File: src/rtl/vram_scheduler.sv
// vram_scheduler: 8-phase time-slot arbiter sharing the char and font RAMs between
// the text display pipeline, the CPU bus and a fill/scroll engine.
module vram_scheduler #(
  parameter int COLS    = 80,
  parameter int ROWS    = 30,
  parameter int CHAR_AW = 12,
  parameter int FONT_AW = 11
) (
  input  logic               clk,
  input  logic               reset_button,
  input  logic [9:0]         pix_x,
  input  logic [9:0]         pix_y,
  output logic [CHAR_AW-1:0] char_addr,
  output logic               char_we,
  output logic [7:0]         char_wdata,
  input  logic [7:0]         char_rdata,
  output logic [FONT_AW-1:0] font_addr,
  output logic               font_we,
  output logic [7:0]         font_wdata,
  input  logic [7:0]         font_rdata,
  output logic [7:0]         disp_bitmap,
  output logic               disp_hilite,
  input  logic               cpu_req,
  input  logic               cpu_we,
  input  logic               cpu_font,
  input  logic [11:0]        cpu_addr,
  input  logic [7:0]         cpu_wdata,
  output logic [7:0]         cpu_rdata,
  output logic               cpu_ack,
  input  logic               eng_start,
  input  logic               eng_op,
  input  logic [7:0]         eng_fill,
  output logic               eng_busy,
  output logic               eng_done
);
  typedef enum logic [2:0] {IDLE, FILL, SCR_RD, SCR_WR, DONE} eng_state_e;
  localparam logic [CHAR_AW-1:0] LAST    = CHAR_AW'(COLS * ROWS - 1);
  localparam logic [CHAR_AW-1:0] SCR_END = CHAR_AW'(COLS * (ROWS - 1));
  localparam logic [CHAR_AW-1:0] COLS_W  = CHAR_AW'(COLS);
  eng_state_e state_q, state_d;
  logic [CHAR_AW-1:0] idx_q, idx_d, disp_addr;
  logic [7:0] fill_q, fill_d, scr_q, scr_d, bitmap_q, bitmap_d, rdata_q, rdata_d, scr_byte;
  logic run_q, hilite_q, hilite_d, disp_hilite_q, disp_hilite_d;
  logic ack_q, ack_d, ack_font_q, ack_font_d, eng_rd_q, eng_rd_d;
  logic [2:0] p;
  logic grant, cpu_go, cpu_char, eng_act, eng_go;
  always_comb begin
    p = pix_x[2:0];
    grant = run_q && p >= 3'd2 && p <= 3'd6;
    cpu_go = grant && cpu_req && !ack_q;
    cpu_char = cpu_go && !cpu_font;
    eng_act = state_q inside {FILL, SCR_RD, SCR_WR};
    eng_go = grant && eng_act && !cpu_char;
    // scroll write may land right after its read, before the byte is latched
    scr_byte = eng_rd_q ? char_rdata : scr_q;
    disp_addr = CHAR_AW'(pix_x[9:3]) + COLS_W * CHAR_AW'(pix_y[9:4]);
    char_addr = '0;
    char_we = 1'b0;
    char_wdata = '0;
    if (run_q && p == 3'd0) char_addr = disp_addr;
    else if (cpu_char) begin
      char_addr = cpu_addr[CHAR_AW-1:0];
      char_we = cpu_we;
      char_wdata = cpu_wdata;
    end else if (eng_go) begin
      char_addr = state_q == SCR_RD ? idx_q + COLS_W : idx_q;
      char_we = state_q != SCR_RD;
      char_wdata = state_q == SCR_WR ? scr_byte : fill_q;
    end
    font_addr = '0;
    font_we = 1'b0;
    font_wdata = '0;
    if (run_q && p == 3'd1) font_addr = FONT_AW'({char_rdata[6:0], pix_y[3:0]});
    else if (cpu_go && cpu_font) begin
      font_addr = cpu_addr[FONT_AW-1:0];
      font_we = cpu_we;
      font_wdata = cpu_wdata;
    end
    hilite_d = run_q && p == 3'd1 ? char_rdata[7] : hilite_q;
    bitmap_d = run_q && p == 3'd2 ? font_rdata : bitmap_q;
    disp_hilite_d = run_q && p == 3'd2 ? hilite_q : disp_hilite_q;
    ack_d = cpu_go;
    ack_font_d = cpu_go && cpu_font;
    cpu_rdata = ack_q ? (ack_font_q ? font_rdata : char_rdata) : rdata_q;
    rdata_d = cpu_rdata;
    cpu_ack = ack_q;
    disp_bitmap = bitmap_q;
    disp_hilite = disp_hilite_q;
    eng_rd_d = eng_go && state_q == SCR_RD;
    scr_d = scr_byte;
    eng_busy = eng_act;
    eng_done = state_q == DONE;
    state_d = state_q;
    idx_d = idx_q;
    fill_d = fill_q;
    case (state_q)
      IDLE: if (eng_start) begin
        state_d = eng_op ? SCR_RD : FILL;
        idx_d = '0;
        fill_d = eng_fill;
      end
      FILL: if (eng_go) begin
        state_d = idx_q == LAST ? DONE : FILL;
        idx_d = idx_q + CHAR_AW'(1);
      end
      SCR_RD: if (eng_go) state_d = SCR_WR;
      SCR_WR: if (eng_go) begin
        idx_d = idx_q + CHAR_AW'(1);
        state_d = idx_d == SCR_END ? FILL : SCR_RD;
      end
      DONE: state_d = IDLE;
      default: state_d = IDLE;
    endcase
  end
  always_ff @(posedge clk or negedge reset_button)
    if (!reset_button) begin
      run_q <= 1'b0;
      state_q <= IDLE;
      idx_q <= '0;
      fill_q <= '0;
      scr_q <= '0;
      eng_rd_q <= 1'b0;
      hilite_q <= 1'b0;
      bitmap_q <= '0;
      disp_hilite_q <= 1'b0;
      ack_q <= 1'b0;
      ack_font_q <= 1'b0;
      rdata_q <= '0;
    end else begin
      run_q <= 1'b1;
      state_q <= state_d;
      idx_q <= idx_d;
      fill_q <= fill_d;
      scr_q <= scr_d;
      eng_rd_q <= eng_rd_d;
      hilite_q <= hilite_d;
      bitmap_q <= bitmap_d;
      disp_hilite_q <= disp_hilite_d;
      ack_q <= ack_d;
      ack_font_q <= ack_font_d;
      rdata_q <= rdata_d;
    end
endmodule

File: config.mk
export PLATFORM = sky130hd
export DESIGN_NAME = vram_scheduler
export DESIGN_NICKNAME = d
export VERILOG_FILES = /design/src/rtl/vram_scheduler.sv
export SDC_FILE = /design/constraint.sdc
export NUM_CORES = 1
export LEC_CHECK = 0
export ABC_AREA = 1
export BUFFER_PORTS_ARGS = -buffer_cell sky130_fd_sc_hd__buf_2
export CORE_AREA = 5 5 130 82
export DETAILED_ROUTE_END_ITERATION = 16
export DIE_AREA = 0 0 135 87
export GPL_TIMING_DRIVEN = 1
export HOLD_SLACK_MARGIN = 0.05
export PLACE_DENSITY = 0.71
export SLEW_MARGIN = 40
export SYNTH_ARGS = -nofsm -noshare
export SYNTH_HDL_FRONTEND = slang
export SYNTH_SLANG_ARGS = --single-unit
File: constraint.sdc
create_clock -name clk -period 1.9 [get_ports clk]
set_input_delay 0.095 -clock clk [delete_from_list [all_inputs] [get_ports clk]]
set_output_delay 0.095 -clock clk [all_outputs]
set_load 0.01 [all_outputs]
# Word-level counts from Yosys, hierarchy flattened
# Cells that the tools add are included.
# op_classes
magnitude_cmp,2
eq_ne,14
n_reduce_logical,23
n_mux,31
n_mul,1
add_sub_neg,3
# op_table
op,n
$mux 12,6
$mux 8,9
$eq 12x12->1 const B,2
$pmux 12 s2,1
$mux 11,2
$mux 3,5
$add 12x1->12 const B,1
$add 12x7->12 const B,1
$add 7x12->12,1
$logic_and 1x1->1,12
$pmux 3 s4,1
$eq 3x2->1 const B,3
$mul 3x6->8 const A,1
$ne 2x2->1 const B,4
$eq 3x1->1 const B,2
$logic_not 3->1,2
$mux 1,5
$mux 2,2
$reduce_and 4->1,1
$eq 3x3->1 const B,1
$ge 3x2->1 const B,1
$le 3x3->1 const B,1
$logic_not 1->1,3
$ne 3x2->1 const B,1
other kinds (6),6
# word_totals
wordCells,86
reg_bits,53
input_bits,71
out_inout_bits,61

# Depth between registers and ports, before layout
# depth
word_depth,11
mapped_depth,13
depth_no_buf,12

# Worst setup path after synthesis
# OpenSTA, ideal clock, no wires.
# synth_timing
path_type,in2out
start,input pix_y[5]
end,output char_addr[11]
required_ps,1805
arrival_ps,1711
n_path_buf,0
path_slack_ps,94
path_stages,11
path_cell_list,ha_1 -> ha_1 -> fa_1 -> nand2_1 -> inv_1 -> nand2_1 -> nor2_1 -> nand2_1 -> xor2_1 -> nand2_1 -> nand2_1
# synth_between
elab_chain_len,3
# synth_rtl
item,line_no,rtl
start: declaration,12,"input logic [9:0] pix_y,"
$mul 3x6->8,56,disp_addr = CHAR_AW'(pix_x[9:3]) + COLS_W * CHAR_AW'(pix_y[9:4]);
$add 7x12->12,56,
$mux 12,60,if (run_q && p == 3'd0) char_addr = disp_addr;
end: declaration,13,"output logic [CHAR_AW-1:0] char_addr,"
# Every way passes these cells.

# Worst setup path in the final report
# layout_timing
start,input pix_y[7]
end,output char_addr[11]
# Same word-level chain as after synthesis.

==> out/results.ini <==
[clock_network]
cts_tree = built
worstSkewPairLatency_ns = 0.30
numCtsBuffers = 5
htreeDepth = 2
root_buffer = clkbuf_16
clk_path_buf_depth = 2
cts.sinks = 53
cts.clk_slew.worst_paths_ns = 0.07

[critical_path]
r2r_end = idx_q[0]
r2r_start = state_q[2]
arrival_ns = 1.86
crit_fanout = 2
critPathCaptureType = primary output
rrSetupSlack_ns = 0.09
critPathKind = in2out
worstSetupStartpointType = primary input
reg2reg_depth = 11
cp.required_ns = 1.80

[global_routing]
grt_pass1_wl_um = 19300
groute.usage.overall = 0.206
met1_usage = 0.273
grt_pass1_vias = 3853
globalRouteOverflowTotal = 0
grt_start_max_net_pins = 29
antenna_found_initial = 2
use_met3 = 0.0497
grt-busiest-layer = met2
grt_util_met2 = 0.342

[hold_path]
min-delay-start = font_rdata[7]
min_path_cells = 2
hold_class = in2reg
hold_path_end = disp_bitmap[7]

[die]
fp.dieW_um = 135
fp.dieH_um = 87
io_pins = 132
row_count = 28
core_region_area_um2 = 9490
start_util = 0.383
die-area_um2 = 11700

[logic_synthesis]
yosysWarnings = 0
async_flop_share = 1.00
synth_edf_count = 0
ys_types = 38
yosys-top-cells-area = dfrtp_1, nand2_1, mux2_2, inv_1, nor2_1
yosys_most_used_dff = dfrtp_1
yosysMostFrequentCell = nand2_1
synth_top_area_share = 0.365
synth-seq-cells = 53
syn_inst = 457
synth_top_cell_by_area = dfrtp_1
postSynthAreaPerCell_um2 = 7.95
netlist_area_um2 = 3630
syn-num-nets = 544
yosysSeqAreaShare = 0.365
yosys-top-cells-count = nand2_1, inv_1, nor2_1

[pwr]
cellLeakagePower_nw = 2.71
fin_total_pwr_mw = 5.05
p_per_area_nw_per_um2 = 937
ir_worst_vdd_mv = 0.440

[timing]
hold_violations = 0
max-slew-margin-rel = 0.597
skew_ns = 0.00725
setup_viol = 10
hold_ws_ns = 0.0519
fmax_mhz = 513
rsz0062_at_grt = true
fin_crit_sh = 1.03
period_needed_ns = 1.95
setup_slack_ns = -0.0506
slew_viol_final = 0
worst_pin_slew_ns = 0.604

[placed_design]
pre_cts_ws_ns = -0.248
hpwlAfterDp_um = 9200
placed_area_um2 = 4520
globalplace.congestion = 0.917
dp.cells = 726
io_buffers = 131

[routing]
finalWirelength_um = 12200
drtPass1Iterations = 4
ant_nets = 0
vias_per_cell = 5.02
wire_per_inst_um = 15.9
dr.first_iter.drc_count = 311
drc = 0
vias = 3871

[cells_and_area]
diodes = 0
drive_above_1_share = 0.443
fin_cells = 771
final_cell_area_um2 = 5400
synthToLayoutAreaGrowth_pct = 48.5
finalNetCount = 722

[run]
cap_violations = 0

[outcome]
outcome = complete, but fails checks
violations = negative setup slack

-- where the power goes --
part	total [mW]	leakage, nW	internal (mW)	switching (mW)
clock	0.964	0.0680	0.499	0.465
combinational	2.48	2.00	1.15	1.33
sequential	1.61	0.639	1.43	0.177
-- cells by family (layout without fill, tap and decap cells) --
logic type      Yosys count  count (layout)  synth area share
xor+xnor                 17              17            0.0410
buf+inv                  81             259            0.0923
compound gates           84              84             0.144
fa+ha+maj                16              16            0.0593
flops                    53              53             0.365
mux                      25              25            0.0775
simple gates            180             181             0.220
other cells               1               1           0.00103
-- worst max-delay path by stage --
| stage | startpoint | to | slack (ns) | cells past startpoint |
|---|---|---|---|---|
| 5_1_grt | pix_y[7] | char_addr[11] | -0.15 | 13 |
| 3_5_place_dp | pix_y[5] | char_addr[11] | -0.25 | 13 |
| 3_3_place_gp | pix_y[5] | char_addr[11] | -0.20 | 13 |
| 2_1_floorplan | pix_y[5] | char_addr[11] | 0.09 | 11 |
| 4_1_cts | pix_y[7] | char_addr[11] | -0.11 | 13 |
| 6_report | pix_y[7] | char_addr[11] | -0.05 | 13 |
-- per-stage QoR --
stage                      util  TNS [ns]
after floorplan               -         0
after global placement    0.476    -0.452
after detailed placement  0.476    -0.682
after CTS                 0.536    -0.327
after global routing      0.568     -1.37
final                     0.568    -0.241
-- what timing repair did --
action | 4_1_cts | 5_1_grt
hold buffers | 16 | 0
endpoints found under the setup margin | 20 | 45
pin swaps | 10 | 9
gates resized for setup | 45 | 50
setup buffers | 9 | 10
gates cloned | 2 | 0
hold endpoints to repair | 40 | 0
-- metal layers --
| layer | part of all wire | routed length (µm) | vias up |
|---|---|---|---|
| met4 | 0.016 | 201 | 4 |
| met1 | 0.43 | 5220 | 1840 |
| met2 | 0.47 | 5710 | 160 |
| met5 | 0.0022 | 27 | - |
| met3 | 0.087 | 1070 | 21 |
| li1 | - | - | 1846 |
-- flip-flops by register name, indices dropped and copies added (netlist names), 3 cells and up --
register,flops
state_q,3
rdata_q,8
fill_q,8
scr_q,8
disp_bitmap,8
idx_q,12
-- cell usage in the layout (no fill, tap or decap), types with 6 or more instances in the layout --
cell type / n
inv_1: 59
nor2_1: 50
buf_4: 30
xor2_1: 11
dfrtp_1: 50
ha_1: 7
nand2_1: 68
buf_2: 128
o221ai_2: 9
nand2_2: 11
o21ai_2: 11
a21oi_1: 25
mux2_2: 22
nor2_2: 6
dlygate4sd3_1: 16
nand3_1: 19
o21ai_0: 16
o22ai_1: 10
-- final cells by class --
cell class,instances,area [µm²]
clock buffers,5,125
clock inverters,3,26.3
fillers,857,4100
inverters,66,265
multi-input cells,324,2280
flip-flops and latches,53,1330
well taps,135,169
repair buffers,184,1190
repair inverters,1,16.3
-- worst max-delay path, cell delays in order --
cell     delay [ns]
buf_8          0.10
ha_4           0.23
ha_4           0.16
fa_2           0.54
nand2_2        0.05
inv_2          0.05
nand2_2        0.06
nor2_2         0.11
nand2_1        0.07
xor2_1         0.14
nand2_1        0.06
nand2_1        0.06
buf_2          0.14
No activity file was read; power rests on OpenSTA's default activity.
